--- config.mk ---
export PLATFORM = sky130hd
export DESIGN_NAME = match_tracker
export DESIGN_NICKNAME = d
export VERILOG_FILES = /design/src/rtl/match_tracker.sv
export SDC_FILE = /design/constraint.sdc
export NUM_CORES = 1
export LEC_CHECK = 0
export CAP_MARGIN = 30
export CELL_PAD_IN_SITES_DETAIL_PLACEMENT = 1
export CELL_PAD_IN_SITES_GLOBAL_PLACEMENT = 1
export CORE_MARGIN = 1.5
export CORE_UTILIZATION = 44
export DETAILED_ROUTE_END_ITERATION = 12
export PLACE_DENSITY = 0.81
export SYNTH_ARGS = -nofsm -noshare
export SYNTH_HDL_FRONTEND = slang
export SYNTH_SLANG_ARGS = --single-unit
--- constraint.sdc ---
create_clock -name clk -period 14.5 [get_ports clk]
set_input_delay 4.35 -clock clk [delete_from_list [all_inputs] [get_ports clk]]
set_output_delay 4.35 -clock clk [all_outputs]
set_load 0.01 [all_outputs]
--- src/rtl/match_tracker.sv ---
// Match referee: counts rounds and wins per player, declares the winner on full or decided match.
// Latency: counts, fin and printwinner update one cycle after the accepting edge; all outputs registered.
// Backpressure: none; one result per cycle is absorbed, results outside PLAY are dropped.
module match_tracker #(
    parameter int ROUNDS = 9,
    parameter int CW     = 4
) (
    input  logic          clk,
    input  logic          reset,
    input  logic          start,
    input  logic          result_valid,
    input  logic [1:0]    result,
    output logic [CW-1:0] round,
    output logic [CW-1:0] win,
    output logic [CW-1:0] lose,
    output logic          busy,
    output logic          fin,
    output logic [1:0]    printwinner,
    output logic          done_pulse
);

    typedef enum logic [1:0] {
        IDLE = 2'd0,
        PLAY = 2'd1,
        DONE = 2'd2
    } state_t;

    // One extra bit so the "can still catch up" arithmetic never wraps.
    localparam logic [CW:0] ROUNDS_W = (CW+1)'(ROUNDS);

    state_t        state;
    state_t        state_nxt;
    logic [CW-1:0] round_nxt;
    logic [CW-1:0] win_nxt;
    logic [CW-1:0] lose_nxt;
    logic [1:0]    pw_nxt;
    logic          dp_nxt;

    logic          accept;
    logic [CW:0]   r_w;
    logic [CW:0]   w_w;
    logic [CW:0]   l_w;
    logic [CW:0]   left_w;
    logic          p1_dec;
    logic          p2_dec;
    logic          full;

    // Status flags are pure state decodes, so they stay registered.
    assign busy = (state == PLAY);
    assign fin  = (state == DONE);

    // Next-state and next-count logic; start always overrides a same-cycle result.
    always_comb begin
        state_nxt = state;
        round_nxt = round;
        win_nxt   = win;
        lose_nxt  = lose;
        pw_nxt    = printwinner;
        dp_nxt    = 1'b0;

        accept = (state == PLAY) && result_valid && (result != 2'b00) && !start;
        r_w    = {1'b0, round} + (CW+1)'(accept);
        w_w    = {1'b0, win}   + (CW+1)'(accept && (result == 2'b01));
        l_w    = {1'b0, lose}  + (CW+1)'(accept && (result == 2'b10));
        left_w = ROUNDS_W - r_w;
        p1_dec = w_w > (l_w + left_w);
        p2_dec = l_w > (w_w + left_w);
        full   = (r_w == ROUNDS_W);

        if (start) begin
            state_nxt = PLAY;
            round_nxt = '0;
            win_nxt   = '0;
            lose_nxt  = '0;
            pw_nxt    = 2'b00;
        end else if (accept) begin
            round_nxt = r_w[CW-1:0];
            win_nxt   = w_w[CW-1:0];
            lose_nxt  = l_w[CW-1:0];
            if (p1_dec || p2_dec || full) begin
                state_nxt = DONE;
                dp_nxt    = 1'b1;
                if (w_w > l_w) begin
                    pw_nxt = 2'b10;
                end else if (l_w > w_w) begin
                    pw_nxt = 2'b11;
                end else begin
                    pw_nxt = 2'b01;
                end
            end
        end
    end

    // State and count registers; reset dominates everything.
    always_ff @(posedge clk) begin
        if (reset) begin
            state       <= IDLE;
            round       <= '0;
            win         <= '0;
            lose        <= '0;
            printwinner <= 2'b00;
            done_pulse  <= 1'b0;
        end else begin
            state       <= state_nxt;
            round       <= round_nxt;
            win         <= win_nxt;
            lose        <= lose_nxt;
            printwinner <= pw_nxt;
            done_pulse  <= dp_nxt;
        end
    end

endmodule
-- Word-level counts from Yosys, hierarchy flattened
Index checks and enable logic that the tools add are counted.
- flip-flop bits (word level): 17
- bits in latches: 0
- memory bits (writable): 0
- ROM bits: 0
- input port bits: 6
- output and inout bits: 17
- word-level logic and storage cells: 44
- memories: 0
- $add $sub $neg: 6
- multipliers: 0
- divide/modulo/power cells: 0
- order comparisons: 4
- equal/unequal tests: 5
- shift operators: 0
- multiplexer cells: 6
- bitwise gates (word level): 1
- reductions and logical operators: 15
- operators by type and width (cell ; count):
    $gt 5x5->1 ; 4
    $add 4x1->5 ; 3
    $add 5x5->5 ; 2
    $reduce_bool 2->1 ; 3
    $eq 5x4->1 const B ; 1
    $logic_and 1x1->1 ; 5
    $sub 4x5->5 const A ; 1
    $eq 2x1->1 const B ; 2
    $eq 2x2->1 const B ; 2
    $mux 1 ; 4
    $mux 2 ; 2
    $reduce_and 2->1 ; 2
    $reduce_or 3->1 ; 1
    $logic_or 1x1->1 ; 2
    $reduce_or 2->1 ; 1
    $logic_not 1->1 ; 1
    $not 1->1 ; 1

-- Longest topological paths before layout
Gate-level depths: netlist of the first run.
- word-level depth: 13
- gate-level depth with buffers: 21
- depth with buffers taken out: 20

-- Least setup slack after synthesis of the first run
No wires, ideal clock.
- path kind: in2reg
- start point: in start
- end point: reg printwinner[0]
- setup time: 0.116 ns
- arrival time: 8.643 ns
- data required time: 14.384 ns
- setup slack: 5.740 ns
- stages on the path: 21
- path buffers: 1
- cell sequence: nand4bb_1 -> or2_2 -> inv_1 -> clkbuf_1 -> ha_1 -> ha_1 -> inv_1 -> ha_1 -> xor2_1 -> xnor2_1 -> ha_1 -> a21oi_1 -> xnor2_1 -> xnor2_1 -> ha_1 -> a21o_1 -> nor3_1 -> a31oi_1 -> o221a_2 -> or3_4 -> o211a_1
- word-level cells in the longest chain between the ends: 9
- elaborated cells on any way between the ends: 19
- classes of those cells: add/sub: 6; order compare: 3; eq/ne: 1; mux: 1; reduce/logical: 8
- ends and longest elaborated chain (what ; RTL line ; source):
    from (decl) ; 10 ; input logic start,
    $logic_not 1->1 * ; 61 ; accept = (state == PLAY) && result_valid && (result != 2'b00) && !start;
    $logic_and 1x1->1 * ; 61 ;
    net accept ; 39 ; logic accept;
    $add 4x1->5 * ; 62 ; r_w = {1'b0, round} + (CW+1)'(accept);
    $sub 4x5->5 * ; 65 ; left_w = ROUNDS_W - r_w;
    net left_w[1] ; 43 ; logic [CW:0] left_w;
    $add 5x5->5, on equally long branches ; 66, 67 ;
    $gt 5x5->1, on equally long branches ; 66, 67 ;
    $logic_or 1x1->1 * (2 in series) ; 80 ; if (p1_dec || p2_dec || full) begin
    $reduce_and 2->1 (no line) * ; -- ;
    to (signal assigned) ; 108 ; printwinner <= pw_nxt;
    to (decl) ; 18 ; output logic [1:0] printwinner,
Mark *: on every way through the listed nets, which the timed path passes. The rest lies on a longest branch.
A chain may end at the register's enable or synchronous reset.

-- Final worst setup path of the first run
- start point: in start
- end point: reg printwinner[0]
- word-level cells in the longest chain between the ends: 9
- elaborated cells on any way between the ends: 19
- classes of those cells: add/sub: 6; order compare: 3; eq/ne: 1; mux: 1; reduce/logical: 8
- ends and longest elaborated chain (what ; RTL line):
    $logic_not 1->1 * ; 61
    $logic_and 1x1->1 * ; 61
    $add 4x1->5 * ; 62
    $sub 4x5->5 * ; 65
    net left_w[1] ; 43
    $add 5x5->5, on equally long branches ; 66, 67
    $gt 5x5->1, on equally long branches ; 66, 67
    $logic_or 1x1->1 * (2 in series) ; 80
    $reduce_and 2->1 (no line) * ; --
Marks and branches as above.

==> results of run 1 <==
==> Yosys cell counts, types with 2 or more instances <==
cell type / number / share of area [%]
sky130_fd_sc_hd__or3_1: 2 / 0.80
sky130_fd_sc_hd__a21o_1: 3 / 1.4
sky130_fd_sc_hd__nand2_1: 20 / 4.8
sky130_fd_sc_hd__nor2_1: 11 / 2.6
sky130_fd_sc_hd__and3_1: 2 / 0.80
sky130_fd_sc_hd__o31ai_1: 2 / 0.96
sky130_fd_sc_hd__o21ai_0: 4 / 1.3
sky130_fd_sc_hd__a21oi_1: 18 / 5.8
sky130_fd_sc_hd__or2_2: 2 / 0.80
sky130_fd_sc_hd__nor2b_1: 5 / 2.0
sky130_fd_sc_hd__o211a_1: 2 / 1.3
sky130_fd_sc_hd__inv_1: 13 / 3.1
sky130_fd_sc_hd__nor3_1: 5 / 1.6
sky130_fd_sc_hd__nor3b_1: 2 / 0.96
sky130_fd_sc_hd__xnor2_1: 17 / 9.5
sky130_fd_sc_hd__a31oi_1: 2 / 0.80
sky130_fd_sc_hd__clkbuf_1: 4 / 0.96
sky130_fd_sc_hd__ha_1: 27 / 22
sky130_fd_sc_hd__dfxtp_1: 17 / 22
sky130_fd_sc_hd__nand3_1: 6 / 1.9
sky130_fd_sc_hd__xor2_1: 5 / 2.8
sky130_fd_sc_hd__fa_1: 2 / 2.6
==> final timing paths <==
path | to | cells past startpoint | startpoint | slack (ns)
setup / recovery | printwinner[0]$_SDFFE_PP0P_ | 21 | start | 4.99
setup reg to reg | printwinner[0]$_SDFFE_PP0P_ | 20 | state[1]$_SDFFE_PP0P_ | 9.15
hold reg to reg | win[0]$_SDFFE_PP0P_ | 2 | win[0]$_SDFFE_PP0P_ | 0.50
hold / removal | win[0]$_SDFFE_PP0P_ | 2 | win[0]$_SDFFE_PP0P_ | 0.50
==> tightest hold or removal path, delay by kind of cell (launching register included) <==
family           cells  cell delay (ns)
AO/OA/AOI/OAI        1             0.06
flip-flops           1             0.34
AND/OR/NAND/NOR      1             0.06
==> state kept, by name, indices dropped and copies added (netlist names) <==
register     flops
done_pulse       1
state            2
printwinner      2
win              4
round            4
lose             4
==> power by group <==
group / switching (mW) / internal, mW / leakage [nW]
sequential: 0.000178 / 0.0469 / 0.137
clock: 0.0148 / 0.0107 / 0.0150
combinational: 0.00335 / 0.00306 / 0.637
==> metal layers <==
metal	track usage [%]	routed length, um
met5	0	0
met4	8.61	124
met3	4.50	158
met2	44.8	2240
met1	25.8	1730
==> cell type report <==
class	count	area, um2	area share (%)
multi-input combinational	152	1160	62.6
clock buffer	4	26.3	1.42
timing repair buffer	22	220	11.9
inverter	13	48.8	2.63
sequential	17	340	18.4
tap	46	57.6	3.11
==> cell families (layout without fill, tap and decap cells) <==
logic type / count (synthesis) / count (layout) / synth area share [%]
fa+ha+maj: 30 / 30 / 24.8
buf+inv: 17 / 39 / 4.08
flops: 17 / 17 / 21.8
compound gates: 40 / 40 / 16.7
simple gates: 59 / 59 / 18.6
xor+xnor: 23 / 23 / 14.1
==> Flow_metrics.wiki, run 1 <==
{| class="wikitable"
! Metric !! Value
|-
| Buffer type at the clock tree root || sky130_fd_sc_hd__clkbuf_4
|-
| Initial Utilization || between 40 and 50%
|-
| All-layer global routing usage || between 20% and 30%
|-
| Initial antenna violation count || 0
|-
| Most repeated library cell on the critical path || sky130_fd_sc_hd__ha_1
|-
| Total overflow reported by the global router || 0
|-
| Layout area overhead || 18.5%
|-
| Number of diodes added for antenna fixing || 0
|-
| Final core utilization || 55.1%
|-
| Number of buffers and inverters on the critical path || 3
|-
| Yosys reg bits || 17
|-
| CTS clock-pin slew for the worst setup and hold paths || 0.10 ns
|-
| Final hold vios || 0
|-
| CTS-repair resized insts || 0
|-
| Longest Clk Path Bufs || 2
|-
| Number of hold buffers added after cts || 0
|-
| Slowest stage cell on the critical path || sky130_fd_sc_hd__clkdlybuf4s50_1
|-
| First drt pass iteration count || 4
|-
| Via total after detailed routing || roughly 1500
|-
| Post-detailed-routing wire length || 4.26 mm
|-
| DRT antenna net count || 0
|-
| Timing-limited maximum frequency || between 100 and 150 MHz
|-
| Width of the chip || 62.6 um
|-
| Final routed wire length divided by cell count || about 17 um
|-
| Sink Count || 17
|-
| Warnings from Yosys || 0
|-
| Global-route wire length before repair || ~7.3 mm
|-
| CTS tree || yes
|-
| Filler cells || 433
|-
| Delay-heaviest family, CP || adder cells
|-
| Number of instances in the synthesized netlist || ~190
|-
| Final worst clock skew || 0.00188 ns
|-
| DP HPWL || about 3.6 mm
|-
| Instance count after placement with tap cells included || 250
|-
| Routability Congestion || between 0.7 and 0.8
|-
| Peak per-stage delay on the critical path || between 0.4 and 0.5 ns
|-
| Post-synth EDFFs || 0
|-
| Cts bufs inserted || 3
|-
| Part of the cycle the worst path needs || 65.6%
|-
| MaxCap Viol Count || 0
|-
| Netlist area before placement || around 1600 um2
|-
| Area of all placed cells without fillers || ~1900 um2
|-
| Htree depth || 1
|-
| IO Count || 23
|-
| PortBufs || 22
|-
| IR drop worst, VDD || 52.1 uV
|-
| Category of the critical setup timing path || input port to flop
|-
| Kind of capture point of the worst setup path || flop
|-
| Maximum number of pins on one net before global-route repair || 14
|-
| Mean instance size in the synthesized netlist || 8.41 um2
|-
| Die Height || around 63 um
|-
| Final layout net count || about 240
|-
| Static leakage power || 0.789 nW
|-
| Result of the run || complete, no violations
|-
| Power density normalized to cell area || 42.6 nW/um2
|-
| Dominant synthesized flop cell || sky130_fd_sc_hd__dfxtp_1
|-
| Clock latency at the later pin of the worst-skew pair || 0.29 ns
|-
| Filler-free cell count of the finished design || between 200 and 300
|-
| Setup repair after global routing missed its margin || false
|-
| Total power draw || just under 80 uW
|-
| Min-Delay Path Class || flop to flop
|-
| Post-CTS Setup Bufs || 0
|-
| Startpoint type of the worst setup path || input port
|-
| Worst-path fanout max || 13
|-
| Worst hold slack across all endpoints || approximately 0.50 ns
|-
| Via density per instance || 5.72
|-
| DRC violations left || 0
|-
| Number of max-slew violations in the final report || 0
|-
| Crit-path cells || clkdlybuf4s50_1, nand4bb_1, or2_2, inv_1, ha_1, ha_1, inv_1, ha_1, xor2_1, xnor2_1, ha_1, a21oi_1, xnor2_1, xnor2_1, ha_1, a21o_1, nor3_1, a31oi_1, o221a_2, or3_4, o211a_1
|-
| Via count of the first global-routing pass || about 1600
|-
| Share of cells above drive strength 1 || 4.33%
|-
| Placed Area || around 1800 um2
|-
| Iter 0 DRT Violations || between 50 and 60
|-
| Most frequent cells in the layout || sky130_fd_sc_hd__ha_1, sky130_fd_sc_hd__clkdlybuf4s50_1, sky130_fd_sc_hd__nand2_1
|-
| Seq/Total Area, Yosys || between 20% and 30%
|-
| Crit path time final || between 9 and 10 ns
|-
| Row cnt || 21
|-
| Final setup fails || 0
|-
| Final total negative setup slack || 0 ns
|-
| Worst-Margin Slew || 0.783 ns
|-
| Data arrival time of the critical path || approximately 10 ns
|-
| Headroom to the max-slew limit || ~47%
|-
| Proportion of synthesized flip-flops having asynchronous set or reset || 0%
|-
| Library cells used by synthesis || 37
|-
| Worst slack at placement || 4.72 ns
|-
| Worst Path Required || approximately 15 ns
|-
| Post-Syn Nets || around 220
|-
| DIE AREA || 3920 um2
|-
| Standard cell core area || around 3400 um2
|-
| Crit path setup slack, layout || approximately 5.0 ns
|-
| Most common cell after layout, fill and taps aside || sky130_fd_sc_hd__ha_1
|}
Power figures use the tool's default switching activity.
==> run 2, diff against run 1 <==
CORE_UTILIZATION = 37   (was 44)
PLACE_DENSITY = 0.73   (was 0.81)
clock period = 8.75 ns   (was 14.5 ns; I/O delays follow)
==> Flow_metrics.wiki, run 2 (synthesized netlist as in run 1, its figures left out) <==
{| class="wikitable"
! Metric !! Value
|-
| All-layer global routing usage || 20.3% (-3.3 points)
|-
| Number of max-slew violations in the final report || 0 (unchanged)
|-
| Clock latency at the later pin of the worst-skew pair || 0.25 ns (-0.04 ns)
|-
| CTS clock-pin slew for the worst setup and hold paths || 0.07 ns (-0.03 ns)
|-
| Proportion of power drawn by flip-flops and latches || 53.1% (-6.4 points)
|-
| Number of cells on the worst reg-to-reg path || 20 (unchanged)
|-
| Data arrival time of the critical path || 7.92 ns (-1.79 ns)
|-
| Routability Congestion || 0.832 (+5.1%)
|-
| Category of the critical setup timing path || input port to flop
|-
| Global-route wire length before repair || 7.03 mm (-4.3%)
|-
| Static leakage power || 0.797 nW (+0.98%)
|-
| Htree depth || 1 (unchanged)
|-
| Worst-Margin Slew || 0.765 ns (-0.0175 ns)
|-
| Final layout net count || 244 (unchanged)
|-
| Share of cells above drive strength 1 || 4.33% (unchanged)
|-
| Peak per-stage delay on the critical path || 0.44 ns (about the same)
|-
| Filler cells || 488 (+13%)
|-
| Number of hold buffers added after cts || 0 (unchanged)
|-
| Final hold vios || 0 (unchanged)
|-
| Standard cell core area || 4030 um2 (+20%)
|-
| Iter 0 DRT Violations || 59 (+11%)
|-
| Hold Crit Start || win[0]$_SDFFE_PP0P_
|-
| Maximum number of pins on one net before global-route repair || 14 (unchanged)
|-
| PortBufs || 22 (unchanged)
|-
| Cell-internal power || 115 uW (+90%)
|-
| Crit path time final || roughly 7.8 ns
|-
| Buffer type at the clock tree root || sky130_fd_sc_hd__clkbuf_8
|-
| DRC violations left || 0 (unchanged)
|-
| Final routed wire length divided by cell count || 16.1 um (-4.1%)
|-
| Storage element area || 340 um2 (unchanged)
|-
| Worst hold slack across all endpoints || 0.490 ns (-0.0138 ns)
|-
| Worst Path Required || 8.90 ns (-5.80 ns)
|-
| Setup repair after global routing missed its margin || false
|-
| Slowest stage cell on the critical path || sky130_fd_sc_hd__clkdlybuf4s50_1
|-
| Part of the cycle the worst path needs || a little under 90%
|-
| Die Height || 68.0 um (+8.6%)
|-
| Post-CTS Setup Bufs || 0 (unchanged)
|-
| Headroom to the max-slew limit || 48.6% (+1.2 points)
|-
| Layout area overhead || 20.0%
|-
| CTS-repair resized insts || 0 (unchanged)
|-
| Final setup fails || 0 (unchanged)
|-
| First drt pass iteration count || 3 (-1)
|-
| CTS tree || yes
|-
| Via density per instance || 5.36 (-6.2%)
|-
| Most repeated library cell on the critical path || sky130_fd_sc_hd__ha_1
|-
| IR drop worst, VDD || 72.5 uV (+39%)
|-
| Switching power || 31.8 uW (+73%)
|-
| Width of the chip || 68.0 um (+8.6%)
|-
| Min-Delay Path Class || flop to flop
|-
| Initial Utilization || 38.8% (-7.7 points)
|-
| Area of the multi-input gates || 1160 um2 (unchanged)
|-
| Row cnt || 23 (+9.5%)
|-
| Clock share of power || 39.7% (+7.4 points)
|-
| Gate power share || 7.2% (-0.9 points)
|-
| MaxCap Viol Count || 0 (unchanged)
|-
| Proportion of total power due to net switching || 21.7% (-1.6 points)
|-
| Hold Path Stages || 2 (unchanged)
|-
| Crit Reg-Reg Endpoint || printwinner[1]$_SDFFE_PP0P_
|-
| Number of diodes added for antenna fixing || 0 (unchanged)
|-
| Most frequent cells in the layout || sky130_fd_sc_hd__ha_1, sky130_fd_sc_hd__clkdlybuf4s50_1, sky130_fd_sc_hd__nand2_1
|-
| Power density normalized to cell area || 78.3 nW/um2 (+84%)
|-
| Result of the run || complete, no violations
|-
| Worst-path fanout max || 13 (unchanged)
|-
| Final worst clock skew || 0.00492 ns (+0.00304 ns)
|-
| Most common cell after layout, fill and taps aside || sky130_fd_sc_hd__ha_1
|-
| Kind of capture point of the worst setup path || flop
|-
| Via total after detailed routing || 1383 (-4.8%)
|-
| Largest registers ranked by flip-flop count || lose x4, round x4, win x4
|-
| Final total negative setup slack || 0 ns (unchanged)
|-
| DIE AREA || 4630 um2 (+18%)
|-
| Post-detailed-routing wire length || 4.15 mm (-2.6%)
|-
| DRT antenna net count || 0 (unchanged)
|-
| Initial antenna violation count || 0 (unchanged)
|-
| Worst reg2reg setup slack || 3.46 ns (-5.69 ns)
|-
| Crit-path cells || clkdlybuf4s50_1, nand4bb_1, or2_2, inv_1, ha_1, ha_1, inv_1, ha_1, xor2_1, xnor2_1, ha_1, a21oi_1, xnor2_1, xnor2_1, ha_1, a21o_1, nor3_1, a31oi_1, o221a_2, or3_4, o211a_1
|-
| Via count of the first global-routing pass || 1477 (-5.4%)
|-
| Total overflow reported by the global router || 0 (unchanged)
|-
| Critical register-to-register path startpoint || state[1]$_SDFFE_PP0P_
|-
| Cts bufs inserted || 3 (unchanged)
|-
| Total power draw || 147 uW (+86%)
|-
| IO Count || 23 (unchanged)
|-
| Sink Count || 17 (unchanged)
|-
| Timing-limited maximum frequency || around 130 MHz
|-
| Longest Clk Path Bufs || 2 (unchanged)
|-
| Startpoint type of the worst setup path || input port
|-
| Hold endpoint || win[0]$_SDFFE_PP0P_
|-
| DP HPWL || 3.44 mm (-3.6%)
|}
## run 2: power by group through the flow
stage / combinational, mW / sequential, mW / clock [mW]
2_1_floorplan: 0.00559 / 0.0797 / 0
3_3_place_gp: 0.0102 / 0.0797 / 0
3_5_place_dp: 0.0106 / 0.0798 / 0
4_1_cts: 0.0107 / 0.0780 / 0.0601
5_1_grt: 0.0115 / 0.0780 / 0.0639
6_report: 0.0105 / 0.0780 / 0.0584
## run 2: layer usage
layer / GRT usage, % / routed length [um] / up-vias
met5: 0 / 0 / -
met4: 1.50 / 10 / 0
met3: 4.44 / 112 / 2
met2: 39.2 / 2200 / 18
met1: 23.4 / 1820 / 668
li1: - / - / 695
## run 2: metrics by stage
stage | std cells | setup WS (ns) | utilization, % | cell area (um2)
after CTS | 258 | 0.960 | 46.6 | 1880
after floorplan | 186 | 1.72 | - | 1560
after detailed placement | 254 | 0.715 | 45.5 | 1830
after global placement | 254 | 0.944 | 45.5 | 1830
final | 258 | 0.974 | 46.6 | 1880
after global routing | 258 | 0.497 | 46.6 | 1880
## run 2: cell type report
type,instances,area share [%]
well taps,50,3.33
multi-input cells,152,61.8
clock buffers,4,2.40
flip-flops and latches,17,18.1
repair buffers,22,11.7
inverters,13,2.60
## run 2: worst max path at each step
stage | startpoint | end | cells after the start
2_1_floorplan | start | printwinner[0]$_SDFFE_PP0P_ | 21
3_3_place_gp | start | state[0]$_SDFFE_PP0P_ | 21
3_5_place_dp | start | printwinner[1]$_SDFFE_PP0P_ | 21
4_1_cts | start | printwinner[1]$_SDFFE_PP0P_ | 21
5_1_grt | start | state[0]$_SDFFE_PP0P_ | 21
6_report | start | printwinner[1]$_SDFFE_PP0P_ | 21
## run 2: critical path: cells and delay by family
family | cells | cell delay, ns
AOI/OAI and AO/OA | 5 | 0.91
xor gates and xnor gates | 4 | 0.68
adders and majority gates | 5 | 1.43
buffers and inverters | 3 | 1.01
and+or+nand+nor | 4 | 1.23
==> run 3, diff against run 2 <==
CORE_UTILIZATION = 41   (was 37)
PLACE_DENSITY = 0.76   (was 0.73)
clock period = 8.5 ns   (was 8.75 ns; I/O delays follow)
==> Flow_metrics.wiki, run 3 (synthesized netlist as in run 1, its figures left out) <==
{| class="wikitable"
! Metric !! Value
|-
| Area of the multi-input gates || 1160 um2 (unchanged)
|-
| IO Count || 23 (unchanged)
|-
| Final routed wire length divided by cell count || 16.1 um (+0.24%)
|-
| Number of cells on the worst reg-to-reg path || 20 (unchanged)
|-
| Worst-path fanout max || 12 (-1)
|-
| Number of diodes added for antenna fixing || 0 (unchanged)
|-
| Headroom to the max-slew limit || 47.1% (-1.5 points)
|-
| Row cnt || 22 (-4.3%)
|-
| Most frequent cells in the layout || sky130_fd_sc_hd__ha_1, sky130_fd_sc_hd__clkdlybuf4s50_1, sky130_fd_sc_hd__nand2_1
|-
| Worst Path Required || 8.64 ns (-0.26 ns)
|-
| Clock latency at the later pin of the worst-skew pair || 0.25 ns (about the same)
|-
| Power density normalized to cell area || 80.0 nW/um2 (+2.3%)
|-
| Delay-heaviest family, CP || adder cells
|-
| Kind of capture point of the worst setup path || flop
|-
| Htree depth || 1 (unchanged)
|-
| MaxCap Viol Count || 0 (unchanged)
|-
| Global-route wire length before repair || 6.84 mm (-2.7%)
|-
| Sink Count || 17 (unchanged)
|-
| Category of the critical setup timing path || input port to flop
|-
| DRT antenna net count || 0 (unchanged)
|-
| Filler-free cell count of the finished design || 257 (-0.39%)
|-
| DIE AREA || 4190 um2 (-9.3%)
|-
| Peak per-stage delay on the critical path || 0.44 ns (about the same)
|-
| Cts bufs inserted || 3 (unchanged)
|-
| Worst reg2reg setup slack || 3.57 ns (+0.11 ns)
|-
| Width of the chip || 64.8 um (-4.8%)
|-
| Hold Crit Start || round[0]$_SDFFE_PP0P_
|-
| Total overflow reported by the global router || 0 (unchanged)
|-
| Post-CTS Setup Bufs || 0 (unchanged)
|-
| Iter 0 DRT Violations || 60 (+1.7%)
|-
| Longest Clk Path Bufs || 2 (unchanged)
|-
| Hold endpoint || round[0]$_SDFFE_PP0P_
|-
| Hold Path Stages || 2 (unchanged)
|-
| Worst-Margin Slew || 0.787 ns (+0.0220 ns)
|-
| Slowest stage cell on the critical path || sky130_fd_sc_hd__clkdlybuf4s50_1
|-
| Initial Utilization || 42.7% (+3.9 points)
|-
| Storage element area || 340 um2 (unchanged)
|-
| Buffer type at the clock tree root || sky130_fd_sc_hd__clkbuf_8
|-
| Timing-limited maximum frequency || between 100 and 150 MHz
|-
| First drt pass iteration count || 4 (+1)
|-
| PortBufs || 22 (unchanged)
|-
| Part of the cycle the worst path needs || a little under nine tenths
|-
| Initial antenna violation count || 0 (unchanged)
|-
| Via density per instance || 5.46 (+1.9%)
|-
| CTS clock-pin slew for the worst setup and hold paths || 0.06 ns (about the same)
|-
| Largest registers ranked by flip-flop count || lose x4, round x4, win x4
|-
| Routability Congestion || 0.931 (+12%)
|-
| Final total negative setup slack || 0 ns (unchanged)
|-
| Crit-path cells || clkdlybuf4s50_1, nand4bb_1, or2_2, inv_1, ha_1, ha_1, inv_1, ha_1, xor2_1, xnor2_1, ha_1, a21oi_1, xnor2_1, xnor2_1, ha_1, a21o_1, nor3_1, a31oi_1, o221a_2, or3_4, o211a_1
|-
| CTS tree || yes
|-
| Maximum number of pins on one net before global-route repair || 13 (-1)
|-
| All-layer global routing usage || 21.1% (+0.85 points)
|-
| IR drop worst, VDD || 90.7 uV (+25%)
|-
| Crit path time final || ~7.3 ns
|-
| Filler cells || 449 (-8.0%)
|-
| Final hold vios || 0 (unchanged)
|-
| Data arrival time of the critical path || 7.48 ns (-0.44 ns)
|-
| Via total after detailed routing || 1404 (+1.5%)
|-
| Critical register-to-register path startpoint || state[1]$_SDFFE_PP0P_
|-
| Most repeated library cell on the critical path || sky130_fd_sc_hd__ha_1
|-
| Crit Reg-Reg Endpoint || printwinner[0]$_SDFFE_PP0P_
|-
| Setup repair after global routing missed its margin || false
|-
| DP HPWL || 3.46 mm (+0.47%)
|-
| Standard cell core area || 3660 um2 (-9.1%)
|-
| Result of the run || complete, no violations
|-
| Via count of the first global-routing pass || 1472 (-0.34%)
|-
| Share of cells above drive strength 1 || 4.78% (+0.46 points)
|-
| Final layout net count || 245 (+0.41%)
|-
| Instance count after placement with tap cells included || 253 (-0.39%)
|-
| Number of buffers and inverters on the critical path || 3 (unchanged)
|-
| CTS-repair resized insts || 0 (unchanged)
|-
| Layout area overhead || 20.3%
|-
| Most common cell after layout, fill and taps aside || sky130_fd_sc_hd__ha_1
|-
| Final setup fails || 0 (unchanged)
|-
| Min-Delay Path Class || flop to flop
|-
| Startpoint type of the worst setup path || input port
|-
| DRC violations left || 0 (unchanged)
|-
| Number of hold buffers added after cts || 0 (unchanged)
|-
| Number of max-slew violations in the final report || 0 (unchanged)
|-
| Final worst clock skew || 0.00338 ns (-0.00154 ns)
|-
| Static leakage power || 0.802 nW (+0.68%)
|-
| Post-detailed-routing wire length || 4.14 mm (-0.14%)
|-
| Die Height || 64.8 um (-4.8%)
|}
==> run 3: changes by cell type in the layout (fill, tap and decap cells not counted) <==
cell                    previous run  this run
sky130_fd_sc_hd__buf_4             0         1
==> run 3: worst max-delay path by stage <==
stage                     depth (start not counted)  slack [ns]                           to  startpoint
final                                            21        1.17  printwinner[0]$_SDFFE_PP0P_       start
after global placement                           21        1.12  printwinner[0]$_SDFFE_PP0P_       start
after floorplan                                  21        1.54  printwinner[0]$_SDFFE_PP0P_       start
after global routing                             21        0.87  printwinner[0]$_SDFFE_PP0P_       start
after detailed placement                         21        0.90  printwinner[0]$_SDFFE_PP0P_       start
after CTS                                        21        1.16  printwinner[0]$_SDFFE_PP0P_       start
==> run 3: area by class of cell <==
| class | count | share of cell area [%] |
|---|---|---|
| Inverter | 13 | 2.59 |
| Tap cell | 48 | 3.19 |
| Clock buffer | 4 | 2.39 |
| Multi-Input combinational cell | 152 | 61.6 |
| Timing Repair Buffer | 23 | 12.1 |
| Sequential cell | 17 | 18.1 |
==> run 3: worst min-delay path, cell delays in order (launching register included) <==
cell,delay [ns]
sky130_fd_sc_hd__dfxtp_1,0.33
sky130_fd_sc_hd__nand2_1,0.06
sky130_fd_sc_hd__a21oi_1,0.05
==> run 3: report_power, final <==
group	total, mW	switching, mW	internal, mW
logic	0.0112	0.00583	0.00541
registers	0.0804	0.000389	0.0800
clock network	0.0589	0.0257	0.0332
==> run 3: metal layers <==
metal	up-vias	GRT usage [%]	part of all wire, %
met4	0	6.12	1.6
met1	674	24.4	42
li1	700	-	-
met2	24	39.3	53
met3	6	3.82	2.8
met5	-	0	0
==> run 3: per-stage QoR <==
stage	total power, mW	hold slack, ns	utilization [%]	cell area, um2	worst slack [ns]
after global routing	0.157	0.523	51.4	1880	0.868
after global placement	0.0929	0.474	50.2	1840	1.12
after detailed placement	0.0934	0.483	50.2	1840	0.900
final	0.151	0.488	51.4	1880	1.17
after floorplan	0.0878	0.469	-	1560	1.54
after CTS	0.153	0.492	51.4	1880	1.16
